### src/rtl/constants_pkg.sv
// Shared constants and types for the instruction cache.
// ICLLEN        : cache line width in bits (four 32-bit words)
// ICACHE_LINES  : default number of direct-mapped lines
// ICACHE_IDX_W  : index width for the default line count
// ICACHE_TAG_W  : tag width for a 32-bit byte address
// icache_state_t: miss-handling FSM states
package constants_pkg;

  localparam int unsigned ICLLEN       = 128;
  localparam int unsigned ICACHE_LINES = 4;
  localparam int unsigned ICACHE_IDX_W = $clog2(ICACHE_LINES);
  localparam int unsigned ICACHE_TAG_W = 32 - $clog2(ICLLEN / 8) - ICACHE_IDX_W;

  typedef enum logic [0:0] {
    IDLE,
    MISS
  } icache_state_t;

endpackage

### src/rtl/icache_direct_if.sv
// Fetch-side and memory-side signals of the instruction cache.
// slave : the cache's view (takes fetch requests and line fills, drives responses and ldp/ldAddr)
// master: the environment's view (fetch stage plus line server)
interface icache_direct_if #(
  parameter int unsigned ADDR_W = 32,
  parameter int unsigned ICLLEN = constants_pkg::ICLLEN
);
  logic              req_valid;
  logic [ADDR_W-1:0] req_addr;
  logic              flush;
  logic              resp_valid;
  logic [31:0]       resp_instr;
  logic              stall;
  logic              ldp;
  logic [ADDR_W-1:0] ldAddr;
  logic              ldr;
  logic [ICLLEN-1:0] ldData;
  logic [31:0]       hit_count;
  logic [31:0]       miss_count;

  modport slave (
    input  req_valid, req_addr, flush, ldr, ldData,
    output resp_valid, resp_instr, stall, ldp, ldAddr, hit_count, miss_count
  );

  modport master (
    output req_valid, req_addr, flush, ldr, ldData,
    input  resp_valid, resp_instr, stall, ldp, ldAddr, hit_count, miss_count
  );
endinterface

### src/rtl/icache_direct_array.sv
// Data/tag/valid storage for the direct-mapped instruction cache.
// clk, rst  : clock, asynchronous active-high reset (clears valid bits only)
// rd_idx_i  : combinational read index -> rd_valid_o, rd_tag_o, rd_data_o
// wr_en_i   : write wr_tag_i/wr_data_i at wr_idx_i and set its valid bit
// flush_i   : clear every valid bit except the one being written this edge
module icache_array #(
  parameter int unsigned NLINES = 4,
  parameter int unsigned IDX_W  = 2,
  parameter int unsigned TAG_W  = 26,
  parameter int unsigned LINE_W = 128
) (
  input  logic              clk,
  input  logic              rst,
  input  logic [IDX_W-1:0]  rd_idx_i,
  output logic              rd_valid_o,
  output logic [TAG_W-1:0]  rd_tag_o,
  output logic [LINE_W-1:0] rd_data_o,
  input  logic              wr_en_i,
  input  logic [IDX_W-1:0]  wr_idx_i,
  input  logic [TAG_W-1:0]  wr_tag_i,
  input  logic [LINE_W-1:0] wr_data_i,
  input  logic              flush_i
);
  logic [LINE_W-1:0] data_q [NLINES];
  logic [TAG_W-1:0]  tag_q  [NLINES];
  logic [NLINES-1:0] valid_q;

  // A fill landing on the same edge as a flush keeps its own line valid.
  always_ff @(posedge clk or posedge rst) begin
    if (rst) begin
      valid_q <= '0;
    end else begin
      for (int unsigned i = 0; i < NLINES; i++) begin
        if (wr_en_i && (wr_idx_i == IDX_W'(i))) begin
          valid_q[i] <= 1'b1;
        end else if (flush_i) begin
          valid_q[i] <= 1'b0;
        end
      end
    end
  end

  always_ff @(posedge clk) begin
    if (wr_en_i) begin
      data_q[wr_idx_i] <= wr_data_i;
      tag_q[wr_idx_i]  <= wr_tag_i;
    end
  end

  assign rd_valid_o = valid_q[rd_idx_i];
  assign rd_tag_o   = tag_q[rd_idx_i];
  assign rd_data_o  = data_q[rd_idx_i];

endmodule

### src/rtl/icache_direct.sv
// Direct-mapped instruction cache between fetch and the line server.
// clk, rst : clock, asynchronous active-high reset
// bus      : fetch request/response, flush, line-load handshake (ldp/ldAddr -> ldr/ldData),
//            saturating hit/miss counters
// A hit answers in the same cycle; a miss stalls, loads the whole line, then replays the lookup.
module icache_direct
  import constants_pkg::*;
#(
  parameter int unsigned NLINES = 4,
  parameter int unsigned ADDR_W = 32,
  parameter int unsigned ICLLEN = constants_pkg::ICLLEN
) (
  input  logic             clk,
  input  logic             rst,
  icache_direct_if.slave   bus
);
  localparam int unsigned OFF_W  = $clog2(ICLLEN / 8);
  localparam int unsigned WSEL_W = $clog2(ICLLEN / 32);
  localparam int unsigned IDX_W  = $clog2(NLINES);
  localparam int unsigned TAG_W  = ADDR_W - OFF_W - IDX_W;

  icache_state_t     state_q, state_d;
  logic [ADDR_W-1:0] miss_addr_q, miss_addr_d;
  logic [31:0]       hit_cnt_q, hit_cnt_d;
  logic [31:0]       miss_cnt_q, miss_cnt_d;

  logic [IDX_W-1:0]  req_idx, miss_idx;
  logic [TAG_W-1:0]  req_tag, miss_tag, rd_tag;
  logic [WSEL_W-1:0] req_wsel;
  logic [ICLLEN-1:0] rd_data;
  logic              rd_valid;
  logic              hit;
  logic              fill;

  assign req_idx  = bus.req_addr[OFF_W +: IDX_W];
  assign req_tag  = bus.req_addr[ADDR_W-1 -: TAG_W];
  assign req_wsel = bus.req_addr[2 +: WSEL_W];
  assign miss_idx = miss_addr_q[OFF_W +: IDX_W];
  assign miss_tag = miss_addr_q[ADDR_W-1 -: TAG_W];

  // ldr outside MISS is a stray pulse and must not write.
  assign fill = (state_q == MISS) && bus.ldr;
  assign hit  = bus.req_valid && (state_q == IDLE) && rd_valid && (rd_tag == req_tag);

  icache_array #(
    .NLINES (NLINES),
    .IDX_W  (IDX_W),
    .TAG_W  (TAG_W),
    .LINE_W (ICLLEN)
  ) u_array (
    .clk        (clk),
    .rst        (rst),
    .rd_idx_i   (req_idx),
    .rd_valid_o (rd_valid),
    .rd_tag_o   (rd_tag),
    .rd_data_o  (rd_data),
    .wr_en_i    (fill),
    .wr_idx_i   (miss_idx),
    .wr_tag_i   (miss_tag),
    .wr_data_i  (bus.ldData),
    .flush_i    (bus.flush)
  );

  always_comb begin
    state_d     = state_q;
    miss_addr_d = miss_addr_q;
    hit_cnt_d   = hit_cnt_q;
    miss_cnt_d  = miss_cnt_q;
    unique case (state_q)
      IDLE: begin
        if (bus.req_valid) begin
          if (hit) begin
            if (hit_cnt_q != '1) hit_cnt_d = hit_cnt_q + 32'd1;
          end else begin
            miss_addr_d = {bus.req_addr[ADDR_W-1:OFF_W], {OFF_W{1'b0}}};
            if (miss_cnt_q != '1) miss_cnt_d = miss_cnt_q + 32'd1;
            state_d = MISS;
          end
        end
      end
      MISS: begin
        if (bus.ldr) state_d = IDLE;
      end
    endcase
  end

  always_ff @(posedge clk or posedge rst) begin
    if (rst) begin
      state_q     <= IDLE;
      miss_addr_q <= '0;
      hit_cnt_q   <= '0;
      miss_cnt_q  <= '0;
    end else begin
      state_q     <= state_d;
      miss_addr_q <= miss_addr_d;
      hit_cnt_q   <= hit_cnt_d;
      miss_cnt_q  <= miss_cnt_d;
    end
  end

  assign bus.resp_valid = hit;
  assign bus.resp_instr = hit ? rd_data[32*req_wsel +: 32] : 32'd0;
  assign bus.stall      = bus.req_valid && !hit;
  // Moore output: drops the cycle after ldr so the server cannot re-trigger.
  assign bus.ldp        = (state_q == MISS);
  assign bus.ldAddr     = miss_addr_q;
  assign bus.hit_count  = hit_cnt_q;
  assign bus.miss_count = miss_cnt_q;

endmodule

### src/flat_wrapper.sv
// flat-port wrapper written by rule: the top's interface ports become plain ports
module icache_direct_flat import constants_pkg::*;
#(
  parameter int unsigned NLINES = 4,
  parameter int unsigned ADDR_W = 32,
  parameter int unsigned ICLLEN = constants_pkg::ICLLEN
)
  (clk, rst, bus_req_valid, bus_req_addr, bus_flush, bus_ldr, bus_ldData, bus_resp_valid, bus_resp_instr, bus_stall, bus_ldp, bus_ldAddr, bus_hit_count, bus_miss_count);
  icache_direct_if #(.ADDR_W(ADDR_W), .ICLLEN(ICLLEN)) bus_i ();
  input  logic clk;
  input  logic rst;
  input wire logic [$bits(bus_i.req_valid)-1:0] bus_req_valid;
  input wire logic [$bits(bus_i.req_addr)-1:0] bus_req_addr;
  input wire logic [$bits(bus_i.flush)-1:0] bus_flush;
  input wire logic [$bits(bus_i.ldr)-1:0] bus_ldr;
  input wire logic [$bits(bus_i.ldData)-1:0] bus_ldData;
  output wire logic [$bits(bus_i.resp_valid)-1:0] bus_resp_valid;
  output wire logic [$bits(bus_i.resp_instr)-1:0] bus_resp_instr;
  output wire logic [$bits(bus_i.stall)-1:0] bus_stall;
  output wire logic [$bits(bus_i.ldp)-1:0] bus_ldp;
  output wire logic [$bits(bus_i.ldAddr)-1:0] bus_ldAddr;
  output wire logic [$bits(bus_i.hit_count)-1:0] bus_hit_count;
  output wire logic [$bits(bus_i.miss_count)-1:0] bus_miss_count;
  assign bus_i.req_valid = bus_req_valid;
  assign bus_i.req_addr = bus_req_addr;
  assign bus_i.flush = bus_flush;
  assign bus_i.ldr = bus_ldr;
  assign bus_i.ldData = bus_ldData;
  assign bus_resp_valid = bus_i.resp_valid;
  assign bus_resp_instr = bus_i.resp_instr;
  assign bus_stall = bus_i.stall;
  assign bus_ldp = bus_i.ldp;
  assign bus_ldAddr = bus_i.ldAddr;
  assign bus_hit_count = bus_i.hit_count;
  assign bus_miss_count = bus_i.miss_count;
  icache_direct #(.NLINES(NLINES), .ADDR_W(ADDR_W), .ICLLEN(ICLLEN)) u_core (.clk(clk), .rst(rst), .bus(bus_i));
endmodule
### config.mk
export PLATFORM = sky130hd
export DESIGN_NAME = icache_direct_flat
export DESIGN_NICKNAME = d
export VERILOG_FILES = /design/src/rtl/constants_pkg.sv /design/src/rtl/icache_direct_if.sv /design/src/rtl/icache_direct_array.sv /design/src/rtl/icache_direct.sv /design/src/flat_wrapper.sv
export SDC_FILE = /design/constraint.sdc
export NUM_CORES = 1
export LEC_CHECK = 0
export ABC_AREA = 1
export ABC_CLOCK_PERIOD_IN_PS = 14110
export CORE_MARGIN = 2
export CORE_UTILIZATION = 57
export CTS_CLUSTER_DIAMETER = 30
export DETAILED_ROUTE_END_ITERATION = 16
export GPL_TIMING_DRIVEN = 0
export PLACE_DENSITY = 0.77
export REMOVE_ABC_BUFFERS = 1
export SLEW_MARGIN = 0
export SYNTH_ARGS = -nofsm -noshare
export SYNTH_HDL_FRONTEND = slang
export SYNTH_SLANG_ARGS = --single-unit
### constraint.sdc
create_clock -name clk -period 14.11 [get_ports clk]
set_input_delay 2.822 -clock clk [delete_from_list [all_inputs] [get_ports clk]]
set_output_delay 2.822 -clock clk [all_outputs]
set_load 0.1 [all_outputs]
Word level (Yosys, flattened, before mapping) --
Memories as Yosys holds them, arrays and structs flattened. Index checks and enable logic that the tools add are counted.
Storage, ports and cells: register bits 97, bits in writable memories 616, input bits 165, output and inout port bits 131, memories kept 2
Cells by class: add/sub/neg operators 2, order comparisons 1, eq/ne operators 6, shifts and indexed selects 1, mux-type cells 14, bitwise logic cells 2, reductions and logical operators 18
Memory list:
- u_core.u_array.data_q | depth 4, width 128, rd ports 1, clocked after memory_dff 0, write ports 1, line icache_direct_array.sv:24 | logic [LINE_W-1:0] data_q [NLINES];
- u_core.u_array.tag_q | depth 4, width 26, rd ports 1, clocked after memory_dff 0, write ports 1, line icache_direct_array.sv:25 | logic [TAG_W-1:0] tag_q [NLINES];
Operators by type and width (count):
- 128-bit by 8-bit indexed part select with 32-bit output | 1
- 32-bit by 1-bit adder with 32-bit output, second input constant | 2
- 32-bit inequality test, second input constant | 2
- 32-bit two-way mux | 1
- 26-bit == test | 1
- 1-bit two-way mux | 11
- 1-bit logical AND | 9
- 4-bit AND reduction | 2
- 2-bit nonzero test | 4
- 2-bit == test, second input constant | 2
- 2-bit by 3-bit less-than comparator with 1-bit output, second input constant | 1
- 3-bit AND reduction | 1
- 1-bit binary-select mux with 2-bit select | 1
- 2-bit by 1-bit == test with 1-bit output, second input constant | 1
- 2-bit zero test | 1
- 1-bit NOT | 2
- 1-bit one-hot mux with 2 select lines | 1
- 1-bit zero test | 1

Depth between registers and ports, before layout --
depth in word-level cells 7, depth in mapped cells 19, depth with buffers taken out 15

By module --
A second synthesis with hierarchy kept.
Unflattened totals: cell total of the unflattened synthesis 3716, area total of the unflattened synthesis 33743.6 um^2
Modules (own cells, without submodules):
- icache_array | times used 1, cells each 2445, area each 26212.6 um^2, sequential area each 18597.8 um^2
- icache_direct | times used 1, cells each 1271, area each 7531.0 um^2, sequential area each 2327.2 um^2

Worst setup path after synthesis --
No wires, ideal clock.
path kind input to register, start input bus_ldr, end register u_core.u_array.valid_q[3], setup time 0.145 ns, arrival 14.233 ns, required time 13.965 ns, path slack -0.268 ns, cell stages on the path 3, path buffers 0, path through nand2_1 -> nor3_1 -> o21bai_1
Between the ends: cells in the longest elaborated chain, start to end 3, elaborated cells between the ends (all ways) 4, those cells by class mux: 1; reduce/logical: 3
RTL lines:
- start, declared | line flat_wrapper.sv:15 | input wire logic [$bits(bus_i.ldr)-1:0] bus_ldr;
- 1-bit logical AND * | line icache_direct.sv:42 | assign fill = (state_q == MISS) && bus.ldr;
- 1-bit logical AND * | line icache_direct_array.sv:34 | if (wr_en_i && (wr_idx_i == IDX_W'(i))) begin
- 1-bit two-way mux / 2-bit nonzero test (equally long branches)
- end signal, assigned | line icache_direct_array.sv:31 | valid_q <= '0;
- end signal, assigned by index | line icache_direct_array.sv:35 | valid_q[i] <= 1'b1;
- end signal, assigned by index | line icache_direct_array.sv:37 | valid_q[i] <= 1'b0;
- end, declared | line icache_direct_array.sv:26 | logic [NLINES-1:0] valid_q;
Every way passes the cells marked *; elsewhere a longest branch is shown, timed or not. A chain may end at the register's enable or synchronous reset.

Worst setup path after layout --
start input bus_req_addr[4], end output bus_resp_instr[30]
Between the ends: cells in the longest elaborated chain, start to end 5, elaborated cells between the ends (all ways) 9, those cells by class eq/ne: 1; shift: 1; mux: 3; reduce/logical: 2; memory: 2
RTL lines:
- start, declared | line flat_wrapper.sv:13 | input wire logic [$bits(bus_i.req_addr)-1:0] bus_req_addr;
- branches (longest 4 deep; another with memory read 4 x 128 bit)
- 32-bit two-way mux * | line icache_direct.sv:102 | assign bus.resp_instr = hit ? rd_data[32*req_wsel +: 32] : 32'd0;
- end, declared | line flat_wrapper.sv:18 | output wire logic [$bits(bus_i.resp_instr)-1:0] bus_resp_instr;
Every way passes the cells marked *. The select of a mux whose other input is x is not followed.

==> results.cfg <==
[clocking]
cts_max_path_buffers = 3
cts.clk_slew.worst_paths_ns = 0.05
hold_buffers = 0
cts-root-buf = clkbuf_16
numCtsBuffers = 136
ctsResizeCount = 0
clock-sinks = 713
cts_setup_buffers = 0
cts_tree = done
htreeDepth = 4
clock_latency_ns = 0.69

[synthesis]
synth_top_family_by_area = simple AND/OR/NAND/NOR gates
synth_top_cell_area_share = 0.611
synthXorXnorAreaFrac = 0.00983
synth_top_area_cell = edfxtp_1
syn_area_mm2 = 0.0303
ys_ff_latch = 713
syn_area_per_cell_um2 = 11.2
yosys.area_share.simple = 0.192
synthTopCellsByArea = edfxtp_1 61%, nand2_1 11%, dfrtp_1 8.0%
ys_seq_area_frac = 0.691
synthAdderAreaFrac = 0.000826
ys_warn_count = 0
synth_compound_area_frac = 0.0695
muxShareOfSynthArea = 0
synth.distinct_cells = 35
syn-instance-count = 2710

[hold_path]
holdPathStages = 2
worstHoldPathType = reg2reg

[floorplanning]
io-pin-count = 296
initial_core_util = 0.576
die_h_um = 235
fp.dieW_um = 235
dieArea_mm2 = 0.0550
rows = 84
fp.coreArea_mm2 = 0.0526

[worst_setup_path]
r2r_setup_slack_ns = 10.70
critPathKind = in2out
crit_start = bus_req_addr[4]
endpoint = bus_resp_instr[30]
cp.required_ns = 11.29
cp-start-kind = primary input
reg2reg_to = u_core.bus.miss_count[2]$_DFFE_PP0P_
path_max_fanout = 129
setup.worst_path.end_class = output port
cp.arrival_ns = 7.95
r2r-start = u_core.bus.miss_count[0]$_DFFE_PP0P_
worst-r2r-cell-count = 10

[run_status]
status = finished, final reports clean

[power_and_ir_drop]
p_per_area_mw_per_mm2 = 164
vdd_drop_max_mv = 0.124
p_leak_nw = 15.0

[drt]
avgViaCountPerCell = 5.92
wl_per_cell_um = 20.9
drc = 0
num_vias = 22900
ant_nets = 0
totalWireLength_um = 80900
dr.pass1.iters = 6
drt_iter0_markers = 2126

[grt]
grt_pass1_vias = 22600
antenna_found_initial = 6
grt_use_total = 0.292
grt_max_degree = 147
grt_pass1_wl_um = 123000
overflow = 0

[timing]
max_clock_freq_mhz = 92.9
grt_setup_unrepaired = false
slew_viol_final = 0
fin_setup_tns_ns = 0
hold_viol = 0
finalSetupViolations = 0
period_share = 0.763
post-route-min-period_ns = 10.77
clock_skew_ns = 0.0238
worstMarginPinSlew_ns = 1.21
slew_headroom = 0.192

[job]
cap_viol_max_count = 0

[placement]
port_buffers = 289
gp_congestion = 0.891
placedCellCount = 3617
dpl.hpwl_um = 48200

[finish]
drive_gt1_frac = 0.0986
final_nets = 3234
fin_cells = 3873
area_delta_synth_final_pct = 29.6
## layout by cell type (no fill, tap or decap), drive strengths merged, types with 42 or more instances in the layout
master,instances
buf,90
nand2,910
clkdlybuf4s50,285
clkbuf,163
nand4,78
a21oi,151
nand3,235
inv,111
o211ai,42
a32o,42
dfrtp,97
nor2,88
edfxtp,616
## how the worst min path moves through the flow
stage                                             to  slack, ns                                  start
2_1_floorplan  u_core.u_array.valid_q[0]$_DFFE_PP0P_       0.50  u_core.u_array.valid_q[0]$_DFFE_PP0P_
6_report        u_core.bus.hit_count[31]$_DFFE_PP0P_       0.50   u_core.bus.hit_count[31]$_DFFE_PP0P_
4_1_cts         u_core.bus.hit_count[31]$_DFFE_PP0P_       0.51   u_core.bus.hit_count[31]$_DFFE_PP0P_
5_1_grt         u_core.bus.hit_count[31]$_DFFE_PP0P_       0.52   u_core.bus.hit_count[31]$_DFFE_PP0P_
3_5_place_dp    u_core.bus.hit_count[31]$_DFFE_PP0P_       0.49   u_core.bus.hit_count[31]$_DFFE_PP0P_
3_3_place_gp    u_core.bus.hit_count[31]$_DFFE_PP0P_       0.48   u_core.bus.hit_count[31]$_DFFE_PP0P_
## per-stage QoR
stage	power (mW)	utilization	hold slack, ns	area [um2]	setup WS, ns
after detailed placement	3.17	0.657	0.493	34500	3.41
after global placement	3.20	0.634	0.483	33300	-18.92
after floorplan	2.93	-	0.501	29600	-0.268
after global routing	6.62	0.747	0.524	39200	3.07
final	6.44	0.747	0.503	39300	3.34
after CTS	6.46	0.747	0.507	39200	3.35
## flip-flops by register name, summed over array words and instances, names as in the netlist
register	flops
u_core.bus.ldAddr	28
u_core.u_array.data_q	512
u_core.u_array.tag_q	104
u_core.bus.hit_count	32
u_core.u_array.valid_q	4
u_core.bus.miss_count	32
u_core.bus.ldp	1
## layout make-up
cell class,count,area [um2]
Sequential cell,713,20900
Fill cell,3206,13300
Multi-Input combinational cell,1742,8300
Timing Repair Buffer,375,4070
Clock buffer,163,3610
Clock inverter,84,1080
Tap cell,688,861
Inverter,99,389
Antenna cell,9,22.5
## cells in the mapped netlist
| library cell | n |
|---|---|
| nand2_1 | 908 |
| edfxtp_1 | 616 |
| nand3_1 | 235 |
| a21oi_1 | 151 |
| dfrtp_1 | 97 |
| inv_1 | 96 |
| clkbuf_1 | 92 |
| nor2_1 | 85 |
| nand4_1 | 78 |
| a32o_1 | 42 |
| o211ai_1 | 42 |
| and3_1 | 35 |
| a22oi_1 | 32 |
| xor2_1 | 24 |
| buf_2 | 23 |
| nor3_1 | 23 |
| o311ai_0 | 22 |
| buf_1 | 21 |
| o21ai_0 | 21 |
| buf_4 | 15 |
| xnor2_1 | 10 |
| o21ai_1 | 9 |
| buf_6 | 7 |
| nor4_1 | 6 |
| o21bai_1 | 4 |
| nor2_2 | 3 |
| ha_1 | 2 |
| inv_2 | 2 |
| nand2_2 | 2 |
| nor3b_1 | 2 |
| clkbuf_2 | 1 |
| clkinv_1 | 1 |
| conb_1 | 1 |
| nand3b_1 | 1 |
| nor3_2 | 1 |
## layer usage
metal / global-route usage / wire length (um) / vias to the layer above
met2: 0.489 / 40500 / 1060
met3: 0.0695 / 6350 / 213
met5: 0 / 41 / -
li1: - / - / 10400
met1: 0.366 / 31300 / 11200
met4: 0.124 / 2730 / 6
## report_power, final
part	switching (mW)	leakage, nW	internal (mW)	total, mW
logic	0.458	5.84	0.188	0.646
clock network	1.07	2.24	2.23	3.29
registers	0.0589	6.90	2.44	2.50
## logic make-up after synthesis
kind of cell	Yosys count
XOR/XNOR	34
AO/OA/AOI/OAI	323
other	1
buffers and inverters	258
flip-flops	713
AND/OR/NAND/NOR	1379
adder cells (fa/ha/maj)	2
## critical path, cell delays in order
cell             delay, ns
buf_8                 0.20
inv_8                 0.49
buf_16                0.36
buf_16                0.46
nand2_1               0.10
nand3_1               0.14
nand2_1               0.11
nand2_1               0.07
nand2_1               0.09
nor2_1                0.12
nand2_1               0.06
nor2_1                0.09
nand2_1               0.09
nor2_4                0.62
buf_12                0.27
buf_12                0.24
and3_1                0.21
clkdlybuf4s50_1       1.16
Note: power is estimated with default switching activity, not from simulation.
